### config.mk
export PLATFORM = sky130hd
export DESIGN_NAME = pd_switch_sequencer_flat
export DESIGN_NICKNAME = d
export VERILOG_FILES = /design/src/rtl/pd_switch_sequencer_if.sv /design/src/rtl/pd_switch_sequencer.sv /design/src/flat_wrapper.sv
export SDC_FILE = /design/constraint.sdc
export NUM_CORES = 1
export LEC_CHECK = 0
export BUFFER_PORTS_ARGS = -buffer_cell sky130_fd_sc_hd__buf_4
export CORE_UTILIZATION = 56
export DETAILED_ROUTE_END_ITERATION = 7
export GPL_ROUTABILITY_DRIVEN = 0
export PLACE_DENSITY_LB_ADDON = 0.15
export SETUP_SLACK_MARGIN = 0.1
export SYNTH_ARGS = -nofsm -noshare
export SYNTH_HDL_FRONTEND = slang
export SYNTH_SLANG_ARGS = --single-unit
### constraint.sdc
create_clock -name clk_i -period 2.69 [get_ports clk_i]
set_clock_uncertainty 0.1 [all_clocks]
set_input_delay 0 -clock clk_i [delete_from_list [all_inputs] [get_ports clk_i]]
set_output_delay 0 -clock clk_i [all_outputs]
set_load 0.005 [all_outputs]
### src/rtl/pd_switch_sequencer_if.sv
// Power-domain sequencer bus: PMU level request plus the per-segment switch-ring handshake.
// The slave side is the sequencer; the master side is the PMU and switch ring.
interface pd_switch_sequencer_if #(
  parameter int N_STAGES = 3
);
  logic                power_i;
  logic [N_STAGES-1:0] enable_PD_ack_i;
  logic [N_STAGES-1:0] enable_PD_send_o;
  logic                rstn_o;
  logic                isolate_o;
  logic                clk_en_o;
  logic                done_o;
  logic                timeout_err_o;

  modport slave (
    input  power_i, enable_PD_ack_i,
    output enable_PD_send_o, rstn_o, isolate_o, clk_en_o, done_o, timeout_err_o
  );

  modport master (
    output power_i, enable_PD_ack_i,
    input  enable_PD_send_o, rstn_o, isolate_o, clk_en_o, done_o, timeout_err_o
  );
endinterface

### src/rtl/pd_switch_sequencer.sv
// Per-domain power-gate sequencer: ramps the switch ring and orders clock/isolation/reset around it.
// Optional ack watchdog enabled by defining PD_SEQ_ACK_TIMEOUT_EN.
module pd_switch_sequencer #(
  parameter int N_STAGES      = 3,
  parameter int SETTLE_CYCLES = 4,
  parameter int ACK_TIMEOUT   = 255
) (
  input  logic                    clk_i,
  input  logic                    rstn_i,
  pd_switch_sequencer_if.slave    bus
);
  localparam int KW = (N_STAGES > 1) ? $clog2(N_STAGES) : 1;
  localparam int SW = (SETTLE_CYCLES > 1) ? $clog2(SETTLE_CYCLES) : 1;
  localparam logic [KW-1:0] K_LAST = KW'(N_STAGES - 1);

  typedef enum logic [3:0] {
    S_OFF, S_SW_ON, S_SETTLE, S_CLK_ON, S_ISO_OFF,
    S_ON, S_CLK_OFF, S_ISO_ON, S_RST_ON, S_SW_OFF
  } state_e;

  state_e              state_q, state_d;
  logic [KW-1:0]       k_q, k_d;
  logic [SW-1:0]       scnt_q, scnt_d;
  logic [N_STAGES-1:0] send_q, send_d;
  logic                rstn_q, rstn_d;
  logic                iso_q, iso_d;
  logic                clken_q, clken_d;
  logic                err_q, err_d;

  logic waiting, ack_ok, expired, go;

  // Down-ramp waits for the ack to fall, up-ramp for it to rise; level sensitive, so stale acks pass.
  assign waiting = (state_q == S_SW_ON) || (state_q == S_SW_OFF);
  assign ack_ok  = (state_q == S_SW_OFF) ? !bus.enable_PD_ack_i[k_q] : bus.enable_PD_ack_i[k_q];
  assign go      = ack_ok || expired;

`ifdef PD_SEQ_ACK_TIMEOUT_EN
  localparam int TW = $clog2(ACK_TIMEOUT + 1);
  logic [TW-1:0] tcnt_q;

  assign expired = waiting && !ack_ok && (tcnt_q == TW'(ACK_TIMEOUT - 1));

  // Any advance leaves or re-enters a wait state, so the count restarts per segment.
  always_ff @(posedge clk_i) begin
    if (!rstn_i)                                tcnt_q <= '0;
    else if (waiting && !ack_ok && !expired)    tcnt_q <= tcnt_q + 1'b1;
    else                                        tcnt_q <= '0;
  end
`else
  assign expired = 1'b0;
`endif

  always_comb begin
    state_d = state_q;
    k_d     = k_q;
    scnt_d  = scnt_q;
    send_d  = send_q;
    rstn_d  = rstn_q;
    iso_d   = iso_q;
    clken_d = clken_q;
    err_d   = err_q;
    unique case (state_q)
      S_OFF: if (bus.power_i) begin
        state_d   = S_SW_ON;
        k_d       = '0;
        send_d[0] = 1'b1;
      end
      S_SW_ON: if (go) begin
        if (!ack_ok) err_d = 1'b1;
        if (k_q == K_LAST) begin
          state_d = S_SETTLE;
          scnt_d  = SW'(SETTLE_CYCLES - 1);
        end else begin
          k_d         = k_q + 1'b1;
          send_d[k_d] = 1'b1;
        end
      end
      S_SETTLE: if (scnt_q == '0) begin
        state_d = S_CLK_ON;
        clken_d = 1'b1;
      end else begin
        scnt_d = scnt_q - 1'b1;
      end
      S_CLK_ON:  begin state_d = S_ISO_OFF; iso_d  = 1'b0; end
      S_ISO_OFF: begin state_d = S_ON;      rstn_d = 1'b1; end
      S_ON: if (!bus.power_i) begin
        state_d = S_CLK_OFF;
        clken_d = 1'b0;
      end
      S_CLK_OFF: begin state_d = S_ISO_ON; iso_d  = 1'b1; end
      S_ISO_ON:  begin state_d = S_RST_ON; rstn_d = 1'b0; end
      S_RST_ON: begin
        state_d        = S_SW_OFF;
        k_d            = K_LAST;
        send_d[K_LAST] = 1'b0;
      end
      S_SW_OFF: if (go) begin
        if (!ack_ok) err_d = 1'b1;
        if (k_q == '0) begin
          state_d = S_OFF;
        end else begin
          k_d         = k_q - 1'b1;
          send_d[k_d] = 1'b0;
        end
      end
      default: state_d = S_OFF;
    endcase
  end

  always_ff @(posedge clk_i) begin
    if (!rstn_i) begin
      state_q <= S_OFF;
      k_q     <= '0;
      scnt_q  <= '0;
      send_q  <= '0;
      rstn_q  <= 1'b0;
      iso_q   <= 1'b1;
      clken_q <= 1'b0;
      err_q   <= 1'b0;
    end else begin
      state_q <= state_d;
      k_q     <= k_d;
      scnt_q  <= scnt_d;
      send_q  <= send_d;
      rstn_q  <= rstn_d;
      iso_q   <= iso_d;
      clken_q <= clken_d;
      err_q   <= err_d;
    end
  end

  assign bus.enable_PD_send_o = send_q;
  assign bus.rstn_o           = rstn_q;
  assign bus.isolate_o        = iso_q;
  assign bus.clk_en_o         = clken_q;
  assign bus.timeout_err_o    = err_q;
  assign bus.done_o           = ((state_q == S_ON)  &&  bus.power_i) ||
                                ((state_q == S_OFF) && !bus.power_i);
endmodule

### src/flat_wrapper.sv
// flat-port wrapper written by rule: the top's interface ports become plain ports
module pd_switch_sequencer_flat 
#(
  parameter int N_STAGES      = 3,
  parameter int SETTLE_CYCLES = 4,
  parameter int ACK_TIMEOUT   = 255
)
  (clk_i, rstn_i, bus_power_i, bus_enable_PD_ack_i, bus_enable_PD_send_o, bus_rstn_o, bus_isolate_o, bus_clk_en_o, bus_done_o, bus_timeout_err_o);
  pd_switch_sequencer_if #(.N_STAGES(N_STAGES)) bus_i ();
  input  logic clk_i;
  input  logic rstn_i;
  input wire logic [$bits(bus_i.power_i)-1:0] bus_power_i;
  input wire logic [$bits(bus_i.enable_PD_ack_i)-1:0] bus_enable_PD_ack_i;
  output wire logic [$bits(bus_i.enable_PD_send_o)-1:0] bus_enable_PD_send_o;
  output wire logic [$bits(bus_i.rstn_o)-1:0] bus_rstn_o;
  output wire logic [$bits(bus_i.isolate_o)-1:0] bus_isolate_o;
  output wire logic [$bits(bus_i.clk_en_o)-1:0] bus_clk_en_o;
  output wire logic [$bits(bus_i.done_o)-1:0] bus_done_o;
  output wire logic [$bits(bus_i.timeout_err_o)-1:0] bus_timeout_err_o;
  assign bus_i.power_i = bus_power_i;
  assign bus_i.enable_PD_ack_i = bus_enable_PD_ack_i;
  assign bus_enable_PD_send_o = bus_i.enable_PD_send_o;
  assign bus_rstn_o = bus_i.rstn_o;
  assign bus_isolate_o = bus_i.isolate_o;
  assign bus_clk_en_o = bus_i.clk_en_o;
  assign bus_done_o = bus_i.done_o;
  assign bus_timeout_err_o = bus_i.timeout_err_o;
  pd_switch_sequencer #(.N_STAGES(N_STAGES), .SETTLE_CYCLES(SETTLE_CYCLES), .ACK_TIMEOUT(ACK_TIMEOUT)) u_core (.clk_i(clk_i), .rstn_i(rstn_i), .bus(bus_i));
endmodule
# Word-level counts from Yosys, hierarchy flattened
# Index checks and enable logic that the tools add are counted.
classes:
  addsub: 3
  magnitude_cmp: 5
  n_eq_ne: 20
  n_mux: 38
  bitwise: 3
  n_reduce_logical: 25
ops:
  columns: ["operator", "n"]
  rows:
  - ["$pmux W4 S10", 1]
  - ["$mux W4", 7]
  - ["$eq A4 B3 Y1 const B", 4]
  - ["$mux W2", 8]
  - ["$ne A2 B2 Y1 const B", 7]
  - ["$mux W3", 4]
  - ["$reduce_and A6 Y1", 2]
  - ["$reduce_and A5 Y1", 2]
  - ["$reduce_bool A2 Y1", 5]
  - ["$lt A2 B3 Y1 const B", 3]
  - ["$eq A4 B2 Y1 const B", 2]
  - ["$eq A4 B4 Y1 const B", 2]
  - ["$pmux W1 S2", 4]
  - ["$pmux W2 S4", 1]
  - ["$mux W1", 7]
  - ["$reduce_and A7 Y1", 1]
  - ["$ne A2 B1 Y1 const B", 3]
  - ["$pmux W1 S3", 2]
  - ["$reduce_bool A3 Y1", 2]
  - ["$demux W1 S2", 2]
  - ["$eq A4 B1 Y1 const B", 1]
  - ["$ge A2 B1 Y1 const B", 2]
  - ["$logic_and A1 B1 Y1", 4]
  - ["$logic_not A2 Y1", 2]
  - ["other kinds (14)", 16]
totals:
  register_bits: 14
  input_bits: 6
  out_inout_bits: 8
  wordCells: 103

# Longest topological paths before layout
depth:
  depth_word: 10
  ltp_mapped: 9
  mapped_depth_nobuf: 9

# Least setup slack after synthesis
# No wires, ideal clock.
synth_path:
  path_type: "register to register"
  startpoint: "register u_core.k_q[0]"
  endpoint: "register u_core.state_q[1]"
  setup_ns: 0.120
  t_arrival_ns: 1.795
  required_time_ns: 2.470
  path_slack_ns: 0.675
  stages_incl_launch_ff: 8
  n_path_buf: 0
  synth_period_minus_slack_ns: 2.015
  path_cell_list: "dfxtp_1 -> inv_1 -> ha_1 -> or3b_1 -> a21oi_1 -> nor4_4 -> nor4b_4 -> o31a_1"
synth_between:
  elab_chain_cells: 6
  word_cells_on_any_way: 11
  cone_classes: "eq/ne (5); mux (3); reduce/logical (3)"
synth_lines:
  columns: ["item", "line", "text"]
  rows:
  - ["start: declaration", "pd_switch_sequencer.sv:22", "logic [KW-1:0] k_q, k_d;"]
  - ["start signal: assignment", "pd_switch_sequencer.sv:122", "k_q <= k_d;"]
  - ["$bmux W1 S2", "pd_switch_sequencer.sv:34", "assign ack_ok = (state_q == S_SW_OFF) ? !bus.enable_PD_ack_i[k_q] : bus.enable_PD_ack_i[k_q];"]
  - ["$mux W1 (implied by the code)", "pd_switch_sequencer.sv:34", null]
  - ["$logic_not A1 Y1", "pd_switch_sequencer.sv:34", null]
  - ["$mux W1", "pd_switch_sequencer.sv:34", null]
  - ["$ne A2 B1 Y1 (no line)", null, null]
  - ["$reduce_and A7 Y1 (no line) *", null, null]
  - ["end signal: assignment", "pd_switch_sequencer.sv:121", "state_q <= state_d;"]
  - ["end: declaration", "pd_switch_sequencer.sv:21", "state_e state_q, state_d;"]
# Mark *: on every way between the ends. The rest lies on a longest branch, timed or not. The select of a mux whose other input is x is not followed.
# A chain may end at the register's enable or synchronous reset.

# Worst setup path after layout
layout_path:
  startpoint: "register u_core.state_q[0]"
  endpoint: "register u_core.state_q[3]"
layout_between:
  elab_chain_cells: 4
  word_cells_on_any_way: 20
  cone_classes: "eq/ne (16); mux (2); reduce/logical (2)"
layout_lines:
  columns: ["item", "line"]
  rows:
  - ["$eq A4 B4 Y1", null]
  - ["$mux W1", "pd_switch_sequencer.sv:34"]
  - ["$ne A2 B1 Y1 (no line)", null]
  - ["$reduce_and A7 Y1 (no line)", null]
# Several ways; a longest one is shown, not always the timed one.

==> impl_metrics.yaml <==
sta:
  setup_viol: 0
  fmax_ghz: 0.426
  period_share_pct: 87.2
  min_period_ns: 2.35
  slew_headroom_pct: 61.4
  timing.final.hold_violations: 0
  worst_pin_slew_ns: 0.578
  rsz0062_at_grt: "false"
  whs_ns: 0.187
  tns_ns: 0
  slew_violations: 0
synth:
  synth_edf_count: 0
  netlist_instances: 126
  avgSynthCellArea_sq_um: 8.10
  async_reset_ff_share_pct: 0
  synth_simple_gate_area_share_pct: 26.5
  syn_area_sq_mm: 0.00102
  synthAdderAreaFrac_pct: 8.58
  yosys.area_share.xor_xnor_pct: 0.858
  ys_ff_latch: 14
  yosysWarnings: 0
  yosysSeqAreaShare_pct: 27.5
  synth_ff_type: "dfxtp_1"
  synth_nets: 139
  synth_top_family_by_area: "simple AND/OR/NAND/NOR gates"
  synth_cell_types: 42
  synth_compound_area_share_pct: 23.0
  muxShareOfSynthArea_pct: 4.90
final_layout:
  final_util_pct: 66.7
  n_fill_cell: 164
  area_delta_synth_final_pct: 12.9
  fin_nets: 153
  diodes: 0
  final_cell_mix: "14 x nor2_1, 14 x nand2_1, 14 x buf_4, 14 x dfxtp_1"
  stdcell_area_sq_mm: 0.00115
  drive_gt1_share_pct: 17.4
flow_run:
  maxCapViolCount: 0
clock_tree:
  post_cts_buffers: 0
  htreeDepth: 1
  clk_pin_slew_worst_paths_ns: 0.09
  clock-sinks: 14
  cts_resized: 0
  cts_root_buf: "clkbuf_4"
  holdBufCountCts: 2
  clk_path_buf_depth: 2
  clk_latency_ns: 0.29
  numCtsBuffers: 3
  cts_tree: "built"
setup_path:
  crit_path_start_kind: "flip-flop"
  cp.required_ns: 2.77
  path_class: "reg2reg"
  crit_fanout: 20
  cp.arrival_ns: 2.43
  end_kind: "flip-flop"
power_and_ir_drop:
  p_per_area_mw_per_mm2: 867
  leakage_nw: 0.475
  switching_share_pct: 42.8
  comb_power_share_pct: 52.6
  p_int_mw: 0.572
  p_clk_share_pct: 12.7
  seqPwrFrac_pct: 34.7
  ir_drop_mv: 0.498
  power_mw: 0.999
  p_switching_mw: 0.427
hold_path:
  min_path_type: "in2reg"
global_route:
  grt-ovfl-total: 0
  grt_pass1_vias: 793
  grtUsageTotal_pct: 25.3
  grt_pass1_wl_mm: 3.67
  antenna_found_initial: 0
  grt_max_degree: 21
detailed_routing:
  avgViaCountPerCell: 5.86
  dr.pass1.iters: 4
  drc_errors: 0
  wl_mm: 2.20
  vias: 955
  drt_iter0_drc: 36
  avgRoutedWirePerCell_um: 13.5
  ant_nets: 0
floorplan:
  core_region_area_sq_mm: 0.00173
  die_y_um: 44.7
  fp.dieW_um: 44.7
  rows: 15
  pin_count: 14
  initial_utilization_pct: 59.1
  die-area_sq_mm: 0.00200
placement:
  post_dp_cell_area_sq_mm: 0.00111
  numPortBuffers: 12
  hpwl_mm: 1.57
outcome:
  status: "completed"
==> per-layer routing <==
layer | vias to the layer above | part of all wire (%) | GRT usage, %
li1 | 471 | - | -
met1 | 447 | 50 | 38.6
met2 | 30 | 43 | 33.2
met3 | 7 | 5.0 | 4.80
met4 | 0 | 2.3 | 12.7
met5 | - | 0 | 0
==> power by group through the flow <==
stage	clock [mW]	sequential, mW	combinational, mW
after global routing	0.134	0.360	0.584
after floorplan	0	0.315	0.434
after CTS	0.124	0.346	0.524
final	0.127	0.347	0.525
after detailed placement	0	0.350	0.519
after global placement	0	0.348	0.514
==> kinds of logic after synthesis <==
group                    after synthesis
AO/OA/AOI/OAI                         34
XOR/XNOR                               1
adder cells (fa/ha/maj)                7
buffers and inverters                 17
flip-flops                            14
multiplexers                           5
other                                  1
AND/OR/NAND/NOR                       47
==> Yosys cell counts, types with 2 or more instances <==
cell type / n / area [sq um]
nand3_1: 3 / 15.0
nor2_1: 14 / 52.6
a21oi_1: 8 / 40.0
buf_2: 2 / 10.0
nand2_1: 14 / 52.6
o21a_1: 2 / 15.0
ha_1: 7 / 87.6
buf_4: 3 / 22.5
dfxtp_1: 14 / 280
a31oi_1: 3 / 18.8
o21ai_1: 5 / 25.0
or3b_1: 2 / 17.5
or3_1: 2 / 12.5
a211oi_1: 2 / 15.0
o21ai_0: 4 / 20.0
mux2i_1: 5 / 50.1
inv_1: 8 / 30.0
inv_2: 2 / 7.51
nor3_1: 3 / 15.0
==> worst paths after layout <==
kind	to	depth (start not counted)	startpoint	slack, ns
worst min register to register	u_core.bus.clk_en_o	2	u_core.bus.clk_en_o	0.38
worst min-delay path	u_core.bus.enable_PD_send_o[2]	5	bus_enable_PD_ack_i[2]	0.19
worst max register to register	u_core.state_q[3]	7	u_core.state_q[0]	0.34
worst max-delay path	u_core.state_q[3]	7	u_core.state_q[0]	0.34
==> critical path, stage by stage, from the launching register on <==
cell and delay [ns]:
dfxtp_1 0.70, nand4bb_1 0.28, inv_1 0.11, ha_1 0.23
o21bai_4 0.10, nor4_4 0.33, o21ai_1 0.12, a32o_1 0.27
==> layout make-up <==
type	count	area, sq um	share of cell area (%)
inverter	10	37.5	3.26
clock buffer	3	22.5	1.95
tap	25	31.3	2.71
timing repair buffer	16	125	10.9
sequential	14	280	24.3
multi-input combinational	95	656	56.9
==> stage by stage <==
step	instances	worst slack (ns)
floorplan	126	0.675
global placement	158	0.493
detailed placement	158	0.394
CTS	163	0.375
global route	163	0.158
finish	163	0.343
==> sequential cells by signal, indices dropped and copies added (netlist names) <==
| signal | flops |
|---|---|
| u_core.state_q | 4 |
| u_core.scnt_q | 2 |
| u_core.bus.enable_PD_send_o | 3 |
| u_core.bus.clk_en_o | 1 |
| u_core.bus.isolate_o | 1 |
| u_core.bus.rstn_o | 1 |
| u_core.k_q | 2 |
Note: power is estimated with default switching activity, not from simulation.
